### src/rtl/mem_arbiter_pkg.sv
// mem_arbiter_pkg: shared types and constants for the I/D memory arbiter.
// FSM state codes, chip/write enable levels, default timing parameters and
// a saturating increment used by the optional MEM_ARB_STATS_EN counters.
package mem_arbiter_pkg;

    typedef enum logic [1:0] {
        IDLE   = 2'b00,
        BUSY_I = 2'b01,
        BUSY_D = 2'b10
    } arb_state_e;

    localparam logic CHIP_ENABLE   = 1'b1;
    localparam logic CHIP_DISABLE  = 1'b0;
    localparam logic WRITE_ENABLE  = 1'b1;
    localparam logic WRITE_DISABLE = 1'b0;

    localparam int unsigned DEF_WAIT_CYC   = 1;
    localparam int unsigned DEF_STARVE_MAX = 4;

    // Both the wait counter and the starvation counter cover 0..15.
    localparam int unsigned WAIT_W   = 4;
    localparam int unsigned STARVE_W = 4;

    function automatic logic [31:0] sat_inc32(input logic [31:0] v);
        return (v == 32'hFFFF_FFFF) ? v : v + 32'd1;
    endfunction

endpackage

### src/rtl/mem_arb_starve_cnt.sv
// mem_arb_starve_cnt: saturating count of D grants taken while I was waiting.
// clr_i has priority over inc_i; sat_o flags that I must win the next arbitration.
module mem_arb_starve_cnt
    import mem_arbiter_pkg::*;
#(
    parameter int unsigned STARVE_MAX = DEF_STARVE_MAX
) (
    input  logic clk_i,
    input  logic rst_ni,
    input  logic inc_i,
    input  logic clr_i,
    output logic sat_o
);

    localparam logic [STARVE_W-1:0] CNT_MAX = STARVE_W'(STARVE_MAX);

    logic [STARVE_W-1:0] cnt_q;

    assign sat_o = (cnt_q == CNT_MAX);

    // Clear wins; otherwise count up until the limit is reached and hold there.
    always_ff @(posedge clk_i or negedge rst_ni) begin
        if (!rst_ni) begin
            cnt_q <= '0;
        end else if (clr_i) begin
            cnt_q <= '0;
        end else if (inc_i && !sat_o) begin
            cnt_q <= cnt_q + STARVE_W'(1);
        end
    end

endmodule

### src/rtl/mem_arbiter.sv
// mem_arbiter: shares one single-port synchronous SRAM between the openMIPS
// instruction-fetch (I) and data (D) ports using req/ack handshakes and
// WAIT_CYC wait states per access. D has priority unless I has been passed
// over STARVE_MAX times in a row. Define MEM_ARB_STATS_EN to add saturating
// grant and contention counters on extra output ports.
module mem_arbiter
    import mem_arbiter_pkg::*;
#(
    parameter int unsigned ADDR_W     = 32,
    parameter int unsigned DATA_W     = 32,
    parameter int unsigned WAIT_CYC   = DEF_WAIT_CYC,
    parameter int unsigned STARVE_MAX = DEF_STARVE_MAX
) (
    input  logic                  clk,
    input  logic                  rst,
    input  logic                  i_req,
    input  logic [ADDR_W-1:0]     i_addr,
    output logic [DATA_W-1:0]     i_rdata,
    output logic                  i_ack,
    input  logic                  d_req,
    input  logic                  d_we,
    input  logic [ADDR_W-1:0]     d_addr,
    input  logic [DATA_W-1:0]     d_wdata,
    input  logic [DATA_W/8-1:0]   d_sel,
    output logic [DATA_W-1:0]     d_rdata,
    output logic                  d_ack,
    output logic                  mem_ce,
    output logic                  mem_we,
    output logic [ADDR_W-1:0]     mem_addr,
    output logic [DATA_W-1:0]     mem_wdata,
    output logic [DATA_W/8-1:0]   mem_sel,
    input  logic [DATA_W-1:0]     mem_rdata,
    output logic                  stallreq
`ifdef MEM_ARB_STATS_EN
    ,
    output logic [31:0]           stat_i_grants,
    output logic [31:0]           stat_d_grants,
    output logic [31:0]           stat_conflicts
`endif
);

    localparam logic [WAIT_W-1:0] WAIT_INIT = WAIT_W'(WAIT_CYC);

    arb_state_e             state_q;
    logic [WAIT_W-1:0]      wait_cnt_q;
    logic                   mem_ce_q;
    logic                   mem_we_q;
    logic [ADDR_W-1:0]      mem_addr_q;
    logic [DATA_W-1:0]      mem_wdata_q;
    logic [DATA_W/8-1:0]    mem_sel_q;
    logic                   i_ack_q;
    logic                   d_ack_q;
    logic [DATA_W-1:0]      i_rdata_q;
    logic [DATA_W-1:0]      d_rdata_q;

    logic completing;
    logic can_grant;
    logic i_elig;
    logic d_elig;
    logic grant_i;
    logic grant_d;
    logic starve_sat;
    logic starve_inc;
    logic starve_clr;
    logic i_pend;
    logic d_pend;

    assign completing = (state_q != IDLE) && (wait_cnt_q == '0);
    assign can_grant  = (state_q == IDLE) || completing;
    // The requester finishing at this edge must not be re-granted on its stale req.
    assign i_elig     = i_req && !(completing && (state_q == BUSY_I));
    assign d_elig     = d_req && !(completing && (state_q == BUSY_D));

    assign i_pend   = i_req & ~i_ack_q;
    assign d_pend   = d_req & ~d_ack_q;
    assign stallreq = i_pend | d_pend;

    // Arbitration: D first, unless I has been starved to the limit.
    always_comb begin
        grant_i = 1'b0;
        grant_d = 1'b0;
        if (can_grant) begin
            if (starve_sat && i_elig) begin
                grant_i = 1'b1;
            end else if (d_elig) begin
                grant_d = 1'b1;
            end else if (i_elig) begin
                grant_i = 1'b1;
            end
        end
    end

    assign starve_inc = grant_d & i_req;
    assign starve_clr = grant_i | ~i_req;

    mem_arb_starve_cnt #(
        .STARVE_MAX (STARVE_MAX)
    ) u_starve_cnt (
        .clk_i  (clk),
        .rst_ni (rst),
        .inc_i  (starve_inc),
        .clr_i  (starve_clr),
        .sat_o  (starve_sat)
    );

    // Access FSM: latch grants into the SRAM registers, count wait states, pulse acks.
    always_ff @(posedge clk or negedge rst) begin
        if (!rst) begin
            state_q     <= IDLE;
            wait_cnt_q  <= '0;
            mem_ce_q    <= CHIP_DISABLE;
            mem_we_q    <= WRITE_DISABLE;
            mem_addr_q  <= '0;
            mem_wdata_q <= '0;
            mem_sel_q   <= '0;
            i_ack_q     <= 1'b0;
            d_ack_q     <= 1'b0;
            i_rdata_q   <= '0;
            d_rdata_q   <= '0;
        end else begin
            i_ack_q <= 1'b0;
            d_ack_q <= 1'b0;

            if (completing) begin
                if (state_q == BUSY_I) begin
                    i_ack_q   <= 1'b1;
                    i_rdata_q <= mem_rdata;
                end else begin
                    d_ack_q   <= 1'b1;
                    d_rdata_q <= mem_rdata;
                end
            end

            if (grant_i) begin
                state_q     <= BUSY_I;
                wait_cnt_q  <= WAIT_INIT;
                mem_ce_q    <= CHIP_ENABLE;
                mem_we_q    <= WRITE_DISABLE;
                mem_addr_q  <= i_addr;
                mem_wdata_q <= '0;
                mem_sel_q   <= '1;
            end else if (grant_d) begin
                state_q     <= BUSY_D;
                wait_cnt_q  <= WAIT_INIT;
                mem_ce_q    <= CHIP_ENABLE;
                mem_we_q    <= d_we ? WRITE_ENABLE : WRITE_DISABLE;
                mem_addr_q  <= d_addr;
                mem_wdata_q <= d_wdata;
                mem_sel_q   <= d_sel;
            end else if (completing) begin
                state_q     <= IDLE;
                mem_ce_q    <= CHIP_DISABLE;
                mem_we_q    <= WRITE_DISABLE;
                mem_addr_q  <= '0;
                mem_wdata_q <= '0;
                mem_sel_q   <= '0;
            end else if (state_q != IDLE) begin
                wait_cnt_q  <= wait_cnt_q - WAIT_W'(1);
            end
        end
    end

    assign mem_ce    = mem_ce_q;
    assign mem_we    = mem_we_q;
    assign mem_addr  = mem_addr_q;
    assign mem_wdata = mem_wdata_q;
    assign mem_sel   = mem_sel_q;
    assign i_ack     = i_ack_q;
    assign d_ack     = d_ack_q;
    assign i_rdata   = i_rdata_q;
    assign d_rdata   = d_rdata_q;

`ifdef MEM_ARB_STATS_EN
    logic [31:0] stat_i_q;
    logic [31:0] stat_d_q;
    logic [31:0] stat_c_q;

    // Saturating counters: grants per port and cycles where I waited behind a pending D.
    always_ff @(posedge clk or negedge rst) begin
        if (!rst) begin
            stat_i_q <= '0;
            stat_d_q <= '0;
            stat_c_q <= '0;
        end else begin
            if (grant_i) begin
                stat_i_q <= sat_inc32(stat_i_q);
            end
            if (grant_d) begin
                stat_d_q <= sat_inc32(stat_d_q);
            end
            if (i_pend && d_pend && !grant_i) begin
                stat_c_q <= sat_inc32(stat_c_q);
            end
        end
    end

    assign stat_i_grants  = stat_i_q;
    assign stat_d_grants  = stat_d_q;
    assign stat_conflicts = stat_c_q;
`endif

endmodule
### config.mk
export PLATFORM = sky130hd
export DESIGN_NAME = mem_arbiter
export DESIGN_NICKNAME = d
export VERILOG_FILES = /design/src/rtl/mem_arbiter_pkg.sv /design/src/rtl/mem_arb_starve_cnt.sv /design/src/rtl/mem_arbiter.sv
export SDC_FILE = /design/constraint.sdc
export NUM_CORES = 1
export LEC_CHECK = 0
export CAP_MARGIN = 30
export CORE_MARGIN = 3
export CORE_UTILIZATION = 40
export CTS_BUF_LIST = sky130_fd_sc_hd__clkbuf_4 sky130_fd_sc_hd__clkbuf_8
export CTS_CLUSTER_SIZE = 14
export DETAILED_ROUTE_END_ITERATION = 7
export DONT_BUFFER_PORTS = 1
export PLACE_DENSITY = 0.65
export SYNTH_ARGS = -nofsm -noshare
export SYNTH_HDL_FRONTEND = slang
export SYNTH_SLANG_ARGS = --single-unit
### constraint.sdc
create_clock -name clk -period 2.1 [get_ports clk]
set_input_delay 0.42 -clock clk [delete_from_list [all_inputs] [get_ports clk]]
set_output_delay 0.42 -clock clk [all_outputs]
set_load 0.01 [all_outputs]
== Yosys cells after proc, flatten, opt, wreduce, memory -nomap -nowiden ==
Cells that the tools add are included.
Operators by class
  add/sub/neg operators: 2
  equal/unequal tests: 4
  mux-type cells: 34
  bitwise gates (word level): 9
  reduce and logical (&&, ||, !) cells: 20
Operators with widths (number)
  32-bit 2-to-1 mux: 5
  4-bit 2-to-1 mux: 9
  1-bit 2-to-1 mux: 17
  1-bit logical AND: 7
  2-bit 2-to-1 mux: 3
  2-bit AND reduction: 3
  3-bit nonzero test: 2
  4-bit by 1-bit adder with 4-bit output (second input constant): 1
  4-bit by 3-bit == test with 1-bit output (second input constant): 1
  4-bit logical NOT: 1
  1-bit NOT: 4
  2-bit nonzero test: 2
  4-bit by 1-bit subtractor with 4-bit output (second input constant): 1
  1-bit AND: 3
  1-bit logical NOT: 3
  3-bit by 1-bit != test with 1-bit output (second input constant): 1
  2-bit by 1-bit == test with 1-bit output (second input constant): 1
  2-bit == test (second input constant): 1
  2-bit logical NOT: 1
  1-bit OR: 2
  1-bit logical OR: 1
Storage, ports and cells
  bits in registers: 146
  input port bits: 137
  output and inout bits: 137
  logic and storage cells: 81

== Longest topological paths before layout ==
Gate-level depths: netlist of the first run.
  word-level depth: 12
  mapped depth: 9
  depth with buffers taken out: 6

== By module ==
From an unflattened synthesis of the first run, not the netlist that was laid out.
Unflattened totals
  cell total of the unflattened synthesis: 401
  area total of the unflattened synthesis: 5945.7 sq um
Modules (own cells, without submodules)
  mem_arbiter: instances 1, cells an instance 377, area each 5711.7 sq um, sequential area each 3553.4 sq um
  mem_arb_starve_cnt: instances 1, cells an instance 24, area each 234.0 sq um, sequential area each 100.1 sq um

== Worst setup path after synthesis of the first run ==
No wires, ideal clock.
  kind: reg-to-reg
  start: reg wait_cnt_q[0]
  end: reg mem_addr_q[22] (netlist: mem_addr[22])
  library setup time: 0.126 ns
  arrival: 1.904 ns
  data required time: 1.974 ns
  setup slack: 0.070 ns
  stages on the path, launching flop included: 9
  path buffers: 2
  clock period less this slack: 2.030 ns
  path through: dfrtp_1 -> inv_1 -> ha_1 -> or3b_1 -> buf_2 -> mux2_4 -> buf_6 -> and2_0 -> a221o_1
Between the ends
  longest elaborated chain between the ends: 10
  elaborated cells between the ends (all ways): 20
  classes of those cells: mux: 9; reduce/logical: 11
Ends and longest elaborated chain
  start, declared: line mem_arbiter.sv:45  | logic [WAIT_W-1:0] wait_cnt_q;
  start signal, assigned: line mem_arbiter.sv:158  | wait_cnt_q <= wait_cnt_q - WAIT_W'(1);
  4-bit logical NOT (*): line mem_arbiter.sv:68  | assign completing = (state_q != IDLE) && (wait_cnt_q == '0);
  1-bit logical AND (*): line mem_arbiter.sv:68
  1-bit logical AND (on tied branches): line mem_arbiter.sv:71, mem_arbiter.sv:72
  1-bit logical NOT (on tied branches): line mem_arbiter.sv:71, mem_arbiter.sv:72
  1-bit logical AND (on tied branches): line mem_arbiter.sv:71, mem_arbiter.sv:72
  1-bit 2-to-1 mux, or another cell as far along: line mem_arbiter.sv:87  | end else if (i_elig) begin
  1-bit 2-to-1 mux (on tied branches): line mem_arbiter.sv:85, mem_arbiter.sv:83
  1-bit 2-to-1 mux (on tied branches): line mem_arbiter.sv:83, mem_arbiter.sv:82
  1-bit 2-to-1 mux / 32-bit 2-to-1 mux (equally long branches): line mem_arbiter.sv:82, mem_arbiter.sv:142
  3-bit nonzero test (no source line) / 32-bit 2-to-1 mux (equally long branches)
  end signal, assigned: line mem_arbiter.sv:139  | mem_addr_q <= i_addr;
  end signal, assigned: line mem_arbiter.sv:147  | mem_addr_q <= d_addr;
  end, declared: line mem_arbiter.sv:48  | logic [ADDR_W-1:0] mem_addr_q;
Every way passes the cells marked *; elsewhere a longest branch is shown, timed or not.
A chain may end at the register's enable or synchronous reset.

== Worst setup path after layout of the first run ==
  start: reg wait_cnt_q[1]
  end: reg mem_addr_q[6] (netlist: mem_addr[6])
Same word-level chain as after synthesis.

==> results.py, run 1 <==
metrics = {
    "status": {
        "status": "finished, violations left",
        "violations": "hold timing",
    },
    "synth": {
        "synth_commonest_cells": "dfrtp_1, nand2_1, a221o_1, a22o_1",
        "yosys-top-cells-area": "dfrtp_1, nand2_1, a221o_1, mux2_2, a22o_1",
        "ys_async_sr_fraction_pct": 100,
        "ys_seq_elements": 146,
        "synth_edf_count": 0,
        "synth_area_leader_cell": "dfrtp_1",
        "synth_warnings": 0,
        "synth.avg_cell_area_um2": 12.4,
        "synth_area_um2": 5800,
        "yosysMostFrequentCell": "dfrtp_1",
        "synth_fp_nets": 607,
        "synth_top_area_share_pct": 63.0,
        "synth_cell_type_count": 36,
        "yosysSeqAreaShare_pct": 63.0,
        "syn_inst": 466,
        "ys.flop_type": "dfrtp_1",
    },
    "global_route": {
        "grt_first_pass_wirelength_um": 20900,
        "grt_pass1_vias": 3815,
        "grt_usage_pct": 16.6,
        "gr-total-overflow": 0,
        "antenna_found_initial": 0,
        "grt_start_max_net_pins": 147,
    },
    "clock_network": {
        "clock_latency_ns": 0.45,
        "clk_transition_reported_paths_ns": 0.10,
        "numCtsBuffers": 17,
        "htree_levels": 4,
        "clockBufferDepth": 2,
        "cts_sinks": 146,
        "cts-root-buf": "clkbuf_8",
        "cts_tree": "built",
    },
    "timing": {
        "worst_slew_pin_slew_ns": 0.599,
        "fin_crit_sh_pct": 96.3,
        "clock_skew_ns": 0.0153,
        "hold_violations": 146,
        "rsz0062_at_grt": "no",
        "hold_slack_ns": -0.343,
        "setup_viol": 0,
        "fin_crit_ns": 2.02,
        "drv_slew": 0,
        "slew_headroom_pct": 59.9,
        "fmaxAchievable_mhz": 495,
    },
    "floorplanning": {
        "die_h_um": 126,
        "die_x_um": 126,
        "rows": 43,
        "core-area_um2": 14000,
        "ioPinCount": 274,
        "die_area_um2": 16000,
        "start_util_pct": 41.3,
    },
    "routing": {
        "via_count": 3734,
        "viasPerCell": 5.63,
        "ant_nets": 0,
        "drc": 0,
        "wl_per_cell_um": 21.8,
        "drtPass1Iterations": 6,
        "drtIter0Drc": 172,
        "routed_wl_um": 14400,
    },
    "cells_and_area": {
        "ff_latch_area_um2": 3650,
        "multi_input_area_um2": 2040,
        "fin_nets": 611,
        "area_growth_pct": 11.6,
        "drive_gt1_share_pct": 18.2,
        "diodes": 0,
        "fillers": 1239,
        "postLayoutCellArea_um2": 6470,
        "stdcell_count": 663,
    },
    "setup_path": {
        "required_ns": 2.42,
        "slowest_stage": "or3b_4",
        "critPathLaunchType": "register",
        "path_cells": "inv_1 > ha_4 > or3b_4 > mux2_4 > and2_0 > a221o_1",
        "reg2reg_depth": 6,
        "worstSetupPathType": "register to register",
        "r2r_start": "wait_cnt_q[1]",
        "ff2ff_setup_slack_ns": 0.08,
        "critPathMaxStageDelay_ns": 0.43,
        "critPathMaxFanout": 7,
        "reg2reg_to": "mem_addr[6]",
        "end_kind": "register",
        "cp_data_arrival_time_ns": 2.34,
    },
    "place": {
        "numPortBuffers": 0,
        "place_inst": 626,
        "hpwl_um": 9660,
        "placed_area_um2": 5990,
        "gp_congestion": 0.838,
    },
    "worst_hold_path": {
        "holdCritPathClass": "input pin to asynchronous set/reset pin",
    },
    "pwr": {
        "peakVddDrop_mv": 0.649,
        "power_mw": 10.9,
        "p_leak_nw": 3.07,
        "powerDensity_nw_per_um2": 1690,
    },
    "job": {
        "max-cap-violations": 0,
    },
}
## cell families (layout without fill, tap and decap cells)
group | after synthesis | after routing | synth area share [%]
muxes | 35 | 40 | 6.82
DFF | 146 | 146 | 63.0
and+or+nand+nor | 150 | 150 | 11.9
AOI/OAI and AO/OA | 86 | 86 | 13.2
adders and majority gates | 4 | 4 | 0.863
xor gates and xnor gates | 5 | 5 | 0.755
buffers and inverters | 40 | 52 | 3.39
## how the worst max path moves through the flow
stage | from | slack (ns) | endpoint | depth (start not counted)
floorplan | wait_cnt_q[0] | 0.07 | mem_addr[22] | 8
global placement | wait_cnt_q[1] | 0.07 | mem_addr[30] | 6
detailed placement | wait_cnt_q[1] | 0.005 | mem_addr[20] | 6
CTS | wait_cnt_q[1] | -0.002 | mem_addr[25] | 6
global route | wait_cnt_q[1] | 0.01 | mem_addr[22] | 6
finish | wait_cnt_q[1] | 0.08 | mem_addr[6] | 6
## critical path: cells and delay by family (launching register included)
kind                     cells  cell delay (ns)
AND/OR/NAND/NOR              2             0.60
flip-flops                   1             0.40
multiplexers                 1             0.35
AO/OA/AOI/OAI                1             0.27
adder cells (fa/ha/maj)      1             0.15
buffers and inverters        1             0.13
## area by class of cell
class,count,area share [%]
Timing Repair Buffer,13,2.09
Inverter,7,0.406
Multi-Input combinational cell,285,31.5
Clock buffer,17,3.62
Clock inverter,15,2.44
Sequential cell,146,56.5
Tap cell,180,3.48
## registers in the layout, indices dropped and copies added (netlist names), 2 cells and up
signal and cells:
mem_wdata 32, d_rdata 32, u_starve_cnt.cnt_q 4, state_q 2, mem_sel 4, i_rdata 32, wait_cnt_q 4, mem_addr 32
## stage by stage
stage               util, %  setup slack (ns)  TNS [ns]
floorplan                 -            0.0703         0
global placement       42.7            0.0730         0
detailed placement     42.7           0.00516         0
CTS                    45.5          -0.00207  -0.00207
global route           46.1            0.0133         0
finish                 46.1            0.0780         0
## timing repair
| action | CTS | global route |
|---|---|---|
| buffers inserted | 0 | 0 |
| hold endpoints to repair | 146 | 146 |
| cloned | 0 | 5 |
| pin swaps | 2 | 1 |
| setup endpoints to repair | 10 | 59 |
| resized for setup | 0 | 7 |
## metal layers
metal  vias up  wire length, µm  GRT usage [%]
li1       1663                -              -
met1      1844             5610           19.5
met2       210             6850           25.6
met3        17             1740           9.35
met4         0              222           5.62
met5         -                0              0
## report_power, final
part,switching [mW],internal [mW],total (mW)
registers,1.53,4.07,5.60
clock network,1.18,0.994,2.18
logic,1.54,1.63,3.17
total,4.25,6.69,10.9
## cells in the final DEF, fill, tap and decap left out, types with 3 or more instances in the layout
master    count
a21o_1        3
a221o_1      36
a22o_1       34
and2_0       32
and3_1        3
buf_12        3
buf_4        10
clkbuf_8     17
dfrtp_1     146
ha_1          3
inv_1         7
inv_6         7
inv_8         4
mux2_2       34
mux2_4        4
nand2_1      99
nor2_1        4
o22ai_1       3
xor2_1        3
Note: power is estimated with default switching activity, not from simulation.
==> run 2, diff against run 1 <==
--- a/config.mk
+++ b/config.mk
@@ -6,7 +6,7 @@
 export NUM_CORES = 1
 export LEC_CHECK = 0
 export CAP_MARGIN = 30
-export CORE_MARGIN = 3
+export CORE_MARGIN = 2
 export CORE_UTILIZATION = 40
 export CTS_BUF_LIST = sky130_fd_sc_hd__clkbuf_4 sky130_fd_sc_hd__clkbuf_8
 export CTS_CLUSTER_SIZE = 14
==> results.py, run 2 (synthesis results as in run 1) <==
metrics = {
    "status": {
        "status": "finished, violations left",
        "violations": "hold timing",
    },
    "clock_network": {
        "cts_tree": "built",
        "clock_latency_ns": 0.43,
        "htree_levels": 4,
        "clockBufferDepth": 2,
        "cts-root-buf": "clkbuf_8",
        "clk_transition_reported_paths_ns": 0.08,
        "numCtsBuffers": 17,
        "cts_sinks": 146,
    },
    "floorplanning": {
        "die_h_um": 124,
        "die_x_um": 124,
        "ioPinCount": 274,
        "core-area_um2": 14400,
        "start_util_pct": 40.4,
        "die_area_um2": 15500,
        "rows": 44,
    },
    "pwr": {
        "seq_power_share_pct": 51.8,
        "p_int_mw": 6.64,
        "peakVddDrop_mv": 0.774,
        "power_frac_comb_pct": 29.7,
        "switching_power_mw": 4.12,
        "power_mw": 10.8,
        "p_leak_nw": 3.05,
        "p_sw_share_pct": 38.3,
        "clkPwrFrac_pct": 18.5,
        "powerDensity_nw_per_um2": 1670,
    },
    "cells_and_area": {
        "drive_gt1_share_pct": 18.6,
        "fillers": 1253,
        "postLayoutCellArea_um2": 6430,
        "stdcell_count": 667,
        "final_common_cell": "dfrtp_1",
        "fin_nets": 611,
        "multi_input_area_um2": 2020,
        "diodes": 0,
        "layout_common_cells": "dfrtp_1, nand2_1, a221o_1",
        "area_growth_pct": 10.9,
        "ff_latch_area_um2": 3650,
    },
    "global_route": {
        "grt_pass1_vias": 3990,
        "gr-total-overflow": 0,
        "grt_usage_pct": 18.4,
        "grt_start_max_net_pins": 147,
        "grt_first_pass_wirelength_um": 22400,
        "antenna_found_initial": 0,
    },
    "setup_path": {
        "critPathLaunchType": "register",
        "path_cells": "inv_1 > ha_2 > or3b_4 > mux2_2 > buf_4 > a22o_1",
        "critPathMaxFanout": 11,
        "crit_buf_inv": 2,
        "cp_top_family": "simple AND/OR/NAND/NOR gates",
        "worstSetupPathType": "register to register",
        "cp_data_arrival_time_ns": 2.35,
        "required_ns": 2.42,
        "end_kind": "register",
        "critPathMaxStageDelay_ns": 0.43,
        "slowest_stage": "or3b_4",
    },
    "timing": {
        "clock_skew_ns": 0.0148,
        "fin_crit_sh_pct": 96.6,
        "fmaxAchievable_mhz": 493,
        "slew_headroom_pct": 68.1,
        "hold_violations": 146,
        "fin_crit_ns": 2.03,
        "setup_viol": 0,
        "fin_tns_setup_ns": 0,
        "hold_slack_ns": -0.326,
        "drv_slew": 0,
        "setup_ws_ns": 0.0721,
        "worst_slew_pin_slew_ns": 0.477,
    },
    "place": {
        "gp_congestion": 0.811,
        "post-place-ws_ns": -0.0424,
        "hpwl_um": 9380,
        "numPortBuffers": 0,
        "place_inst": 630,
        "placed_area_um2": 6000,
    },
    "routing": {
        "viasPerCell": 5.62,
        "drtPass1Iterations": 4,
        "ant_nets": 0,
        "routed_wl_um": 14400,
        "wl_per_cell_um": 21.6,
        "via_count": 3746,
        "drtIter0Drc": 185,
        "drc": 0,
    },
    "worst_hold_path": {
        "holdCritPathClass": "input pin to asynchronous set/reset pin",
    },
    "job": {
        "max-cap-violations": 0,
    },
}
## run 2: cell types whose count changed in the layout (fill, tap and decap cells not counted), sizes merged
cell      previous run  this run
clkinv               2         3
mux2                38        37
bufinv               1         0
clkinvlp             1         4
inv                 18        10
buf                 13        14
clkbuf              17        22
## run 2: layer usage
metal	global-route usage, %	up-vias	wire length, µm
li1	-	1654	-
met1	21.8	1868	5590
met2	29.1	207	6950
met3	9.79	17	1620
met4	5.55	0	216
met5	0	-	0
## run 2: cell type report
type / instances / share of cell area [%]
multi-input cells: 284 / 31.4
well taps: 184 / 3.58
clock inverters: 10 / 1.17
clock buffers: 22 / 4.42
inverters: 7 / 0.409
repair buffers: 14 / 2.22
flip-flops and latches: 146 / 56.8
## run 2: worst register-to-register path: stages, from the launching register on
cell	delay, ns
dfrtp_1	0.39
inv_1	0.09
ha_2	0.19
or3b_4	0.43
mux2_2	0.42
buf_4	0.22
a22o_1	0.19
## run 2: stage by stage
| stage | hold slack, ns | util, % |
|---|---|---|
| finish | -0.326 | 44.7 |
| global route | -0.384 | 44.7 |
| CTS | -0.368 | 44.4 |
| detailed placement | 0.127 | 41.7 |
| global placement | 0.128 | 41.7 |
| floorplan | 0.124 | - |
## run 2: worst paths after layout
path | to | start | slack [ns] | depth (start not counted)
max reg2reg | mem_wdata[29] | wait_cnt_q[0] | 0.07 | 6
min in group clk | d_rdata[15] | mem_rdata[15] | 0.09 | 2
max in group asynchronous | u_starve_cnt.cnt_q[1] | rst | 2.01 | 0
max | mem_wdata[29] | wait_cnt_q[0] | 0.07 | 6
min | d_rdata[24] | rst | -0.33 | 0
min reg2reg | d_rdata[10] | d_rdata[10] | 0.56 | 2
## run 2: power by group through the flow
| stage | combinational [mW] | clock [mW] | sequential, mW |
|---|---|---|---|
| 2_1_floorplan | 2.47 | 0 | 5.28 |
| 3_5_place_dp | 2.99 | 0 | 5.61 |
| 6_report | 3.20 | 1.99 | 5.57 |
| 4_1_cts | 3.12 | 2.07 | 5.60 |
| 5_1_grt | 3.57 | 2.17 | 5.72 |
| 3_3_place_gp | 2.81 | 0 | 5.62 |
## run 2: repair_timing
item                       CTS  global route
resized for setup            2             7
setup endpoints to repair   31            43
cloned                       2             2
pin swaps                    0             0
setup buffers                0             1
hold endpoints to repair   146           146
==> run 3, diff against run 2 <==
--- a/config.mk
+++ b/config.mk
@@ -9,7 +9,7 @@
 export CORE_MARGIN = 2
 export CORE_UTILIZATION = 40
 export CTS_BUF_LIST = sky130_fd_sc_hd__clkbuf_4 sky130_fd_sc_hd__clkbuf_8
-export CTS_CLUSTER_SIZE = 14
+export CTS_CLUSTER_SIZE = 24
 export DETAILED_ROUTE_END_ITERATION = 7
 export DONT_BUFFER_PORTS = 1
 export PLACE_DENSITY = 0.65
==> results of run 3 <==
Same layout as run 2: the final DEF is identical, and so are final timing and power.
==> patch 1 (flow settings as in run 2) <==
`WAIT_W`: 4 -> 6.
--- a/src/rtl/mem_arbiter_pkg.sv
+++ b/src/rtl/mem_arbiter_pkg.sv
@@ -20,3 +20,3 @@
     // Both the wait counter and the starvation counter cover 0..15.
-    localparam int unsigned WAIT_W   = 4;
+    localparam int unsigned WAIT_W   = 6;
     localparam int unsigned STARVE_W = 4;
Check against the original RTL: no difference found for any inputs over 4 cycles, from zero or initial values and one cycle with rst low; that may be too few to reach the edited logic, so the function may still have changed.
==> patch 1 against run 2 <==
The flow still finishes with violations (negative hold slack); critical endpoint is now mem_addr[16]; sequential cell count increased by 2; routed wire length increased by 2.0%; synthesized cell count decreased by 9.0%; worst setup slack improved by 0.0051 ns; non-clock buffer count increased by 8; critical path depth increased by 1; total power decreased by 7.0%; critical path type unchanged; fmax increased by 0.25%; clock power increased by 3%; highest routed layer unchanged; cell area increased by 4.5%; area after synthesis increased by 3.9%.
==> patch 1: results (changes against run 2) <==
| Metric | Value |
|---|---|
| First-pass GRT wire length | `21.4 mm (-4.3%)` |
| Number of global-route vias before repair | `3968 (-0.55%)` |
| Max-Slew Margin vs Limit | `70.0% (+1.9 points)` |
| DR vias | `3786 (+1.1%)` |
| Most frequent cells after synthesis | `dfrtp_1 (148), mux2_2 (64), a221o_1 (36)` |
| WL/cell | `23.2 um (+7.9%)` |
| DRT iter0 DRCs | `267 (+44%)` |
| WHS | `-0.331 ns (-0.00509 ns)` |
| Status | `finished with violations` |
| Static Leakage | `3.01 nW (-1.3%)` |
| Synth cell types | `47 (+31%)` |
| Antenna viol nets, final | `0 (unchanged)` |
| Reg2reg path depth | `7 (+1)` |
| First-pass DRT Iterations | `4 (unchanged)` |
| Peak supply drop | `0.000576 V (-26%)` |
| Post-synthesis sequential area ratio | `61.4% (-1.6 points)` |
| Clock Skew | `0.0103 ns (-0.00441 ns)` |
| Failing checks | `negative hold slack` |
| Share of cells above drive strength 1 | `29.3% (+11 points)` |
| Initial antenna violation count | `0 (unchanged)` |
| Global Route Usage Sum | `17.1% (-1.3 points)` |
| Syn nets | `564 (-7.1%)` |
| Area contributors post-synth | `dfrtp_1 (61%), mux2_2 (12%), a221o_1 (6.0%), a22o_1 (4.8%), a21boi_0 (4.0%)` |
| Worst Path Max Fanout | `37 (+26)` |
| Final net count | `575 (-5.9%)` |
| Largest net degree at the start of global routing | `149 (+1.4%)` |
| Final Hold Vio Count | `148 (+1.4%)` |
| DP HPWL | `9.47 mm (+0.96%)` |
| Area post-placement | `6250 um^2 (+4.3%)` |
| Routability cong. | `0.868 (+7.1%)` |
-- patch 1: cell types whose count changed in the layout (fill, tap and decap cells not counted), moves of 4 or more --
cell and delta:
buf_6 +4, mux2_2 +31, and2_0 -31, a21boi_0 +32
nand2_1 -93, mux2_4 -4, a21oi_1 +7
-- patch 1: critical path, cell delays in order, from the launching register on --
cell	delay, ns
dfrtp_1	0.40
inv_1	0.06
ha_2	0.16
and3b_2	0.24
o211ai_1	0.31
a31oi_4	0.14
buf_12	0.20
a221o_1	0.37
-- patch 1: repair_timing --
item | in CTS | in global routing
setup buffers | 0 | 4
endpoints found under the hold margin | 148 | 148
endpoints found under the setup margin | 0 | 91
gates resized for setup | 0 | 6
-- patch 1: worst paths after layout --
kind	from	endpoint
worst max-delay path	u_starve_cnt.cnt_q[1]	mem_addr[16]
worst min-delay path	rst	mem_addr[21]
worst max register to register	u_starve_cnt.cnt_q[1]	mem_addr[16]
worst min register to register	u_starve_cnt.cnt_q[3]	u_starve_cnt.cnt_q[3]
max in group asynchronous	rst	mem_wdata[6]
min in group clk	d_wdata[0]	mem_wdata[0]
-- patch 1: cell families (layout without fill, tap and decap cells) --
family / Yosys count / in the layout / share of synthesized area [%]
xor gates and xnor gates: 2 / 2 / 0.291
DFF: 148 / 148 / 61.4
and+or+nand+nor: 36 / 36 / 3.67
muxes: 64 / 64 / 12.0
AOI/OAI and AO/OA: 133 / 133 / 18.5
buffers and inverters: 38 / 61 / 3.55
adders and majority gates: 3 / 3 / 0.623
-- patch 1: metrics by stage --
| stage | TNS (ns) | setup WS, ns | instances | power [W] |
|---|---|---|---|---|
| after floorplan | 0 | 0.0172 | 424 | 0.00713 |
| after global placement | 0 | 0.164 | 593 | 0.00772 |
| after detailed placement | 0 | 0.0558 | 593 | 0.00788 |
| after CTS | 0 | 0.0408 | 624 | 0.00997 |
| after global routing | -0.106 | -0.0279 | 631 | 0.0106 |
| final | 0 | 0.0772 | 631 | 0.0100 |
-- patch 1: cell type report --
cell class / instances / area, um^2
fillers: 1298 / 7920
flip-flops and latches: 148 / 3700
well taps: 184 / 230
repair buffers: 22 / 260
clock buffers: 22 / 278
multi-input cells: 238 / 2140
inverters: 8 / 30.0
clock inverters: 9 / 82.6
-- patch 1: where the power goes --
group	switching [W]	internal (W)
clock	0.00103	0.00101
sequential	0.00139	0.00395
combinational	0.00114	0.00148
total	0.00356	0.00644
-- patch 1: layer usage --
layer	track usage [%]	share of wire [%]
met1	20.2	40
met2	28.0	50
met3	7.00	7.9
met4	6.72	1.6
met5	0	0
==> patch 2 (settings of run 2) <==
Made on the original files. Re-encode `arb_state_e` (3 states) as one-hot, 3 bits wide.
--- a/src/rtl/mem_arbiter_pkg.sv
+++ b/src/rtl/mem_arbiter_pkg.sv
@@ -5,6 +5,6 @@
 
-    typedef enum logic [1:0] {
-        IDLE   = 2'b00,
-        BUSY_I = 2'b01,
-        BUSY_D = 2'b10
+    typedef enum logic [2:0] {
+        IDLE   = 3'b001,
+        BUSY_I = 3'b010,
+        BUSY_D = 3'b100
     } arb_state_e;
Formal check against the unedited RTL: same outputs for any inputs over 4 cycles, from zero or initial values and one cycle with rst low; so few cycles prove little.
==> patch 2 against run 2 <==
The run ends with negative hold slack, negative setup slack left; hold slack worse by 0.016 ns; total power increased by 18%; cell area is 30% higher; sequential cell count up 1; area after synthesis is 16% higher; routed wire length increased by 37%; worst setup slack got worse by 0.096 ns; die area increased by 15%; critical path type unchanged; largest power group unchanged.
==> patch 2: results (changes against run 2) <==
| Metric | Value |
|---|---|
| Status | `finished with violations` |
| Failing checks | `negative hold slack, negative setup slack` |
| Area contributors post-synth | `dfrtp_1 (54%), mux2_2 (11%), a311o_1 (4.8%), and4_1 (4.2%), nor4b_1 (4.2%)` |
| Filler cell count in the final layout | `1425 (+14%)` |
| Postcts setup bufs | `12 (+12)` |
| Met3 WL post-DR | `1.91 mm (+18%)` |
| Slowest cell on the critical path | `dfrtp_1` |
| Routed length on met2 | `9.95 mm (+43%)` |
| Routability cong. | `0.838 (+3.4%)` |
| DRT met1 WL | `7.35 mm (+32%)` |
| Final Hold Vio Count | `147 (+0.68%)` |
| Via/cell ratio | `6.09 (+8.5%)` |
| CP delay by family, top | `buffers and inverters` |
| Critical Path AT | `2.46 ns (+0.11 ns)` |
| Final net count | `721 (+18%)` |
| Met3 Use GR | `8.11% (-1.7 points)` |
| Critical R2R Capture | `i_rdata[11]` |
| XOR/XNOR share of the synthesized area | `0.261% (-0.49 points)` |
| Post-synthesis sequential area ratio | `54.8% (-8.2 points)` |
| Reg2reg path depth | `9 (+3)` |
| # resized after CTS | `11 (+9)` |
| First-pass GRT wire length | `27.9 mm (+25%)` |
| Final setup viols | `17 (+17)` |
| DR vias | `4965 (+33%)` |
| Adder-cell share of the synthesized area | `0.745% (-0.12 points)` |
| Initial antenna violation count | `2 (+2)` |
| Compound-gate portion of the synthesized area | `11.5% (-1.8 points)` |
| WHS | `-0.342 ns (-0.0163 ns)` |
| Final worst slack | `-0.0238 ns (-0.0959 ns)` |
| Final wirelength | `19.7 mm (+37%)` |
| Static Leakage | `3.53 nW (+16%)` |
| Global Route Usage Sum | `19.9% (+1.5 points)` |
-- patch 2: cell count changes in the layout (fill, tap and decap cells not counted), sizes merged, moves of 33 or more --
cell	change
buf	+50
nand2	-88
o31ai	+36
nand4	+39
a22o	-33
a221o	-36
inv	+39
-- patch 2: metrics by stage --
stage | setup TNS [ns] | hold slack (ns) | util [%] | total power [W] | area, um^2
floorplan | -0.460 | 0.124 | - | 0.00826 | 6720
global placement | -0.183 | 0.129 | 43.4 | 0.00947 | 7170
detailed placement | -4.99 | 0.128 | 43.4 | 0.00971 | 7170
CTS | -0.837 | -0.372 | 46.8 | 0.0121 | 7740
global route | -2.62 | -0.391 | 50.5 | 0.0135 | 8340
finish | -0.155 | -0.342 | 50.5 | 0.0127 | 8340
-- patch 2: layout make-up --
cell class	instances	area [um^2]	share of cell area [%]
tap	220	275	3.30
clock buffer	17	234	2.80
antenna	2	5.00	0.0600
timing repair buffer	72	978	11.7
multi-input combinational	303	2880	34.5
clock inverter	15	143	1.71
sequential	147	3680	44.1
inverter	39	146	1.75
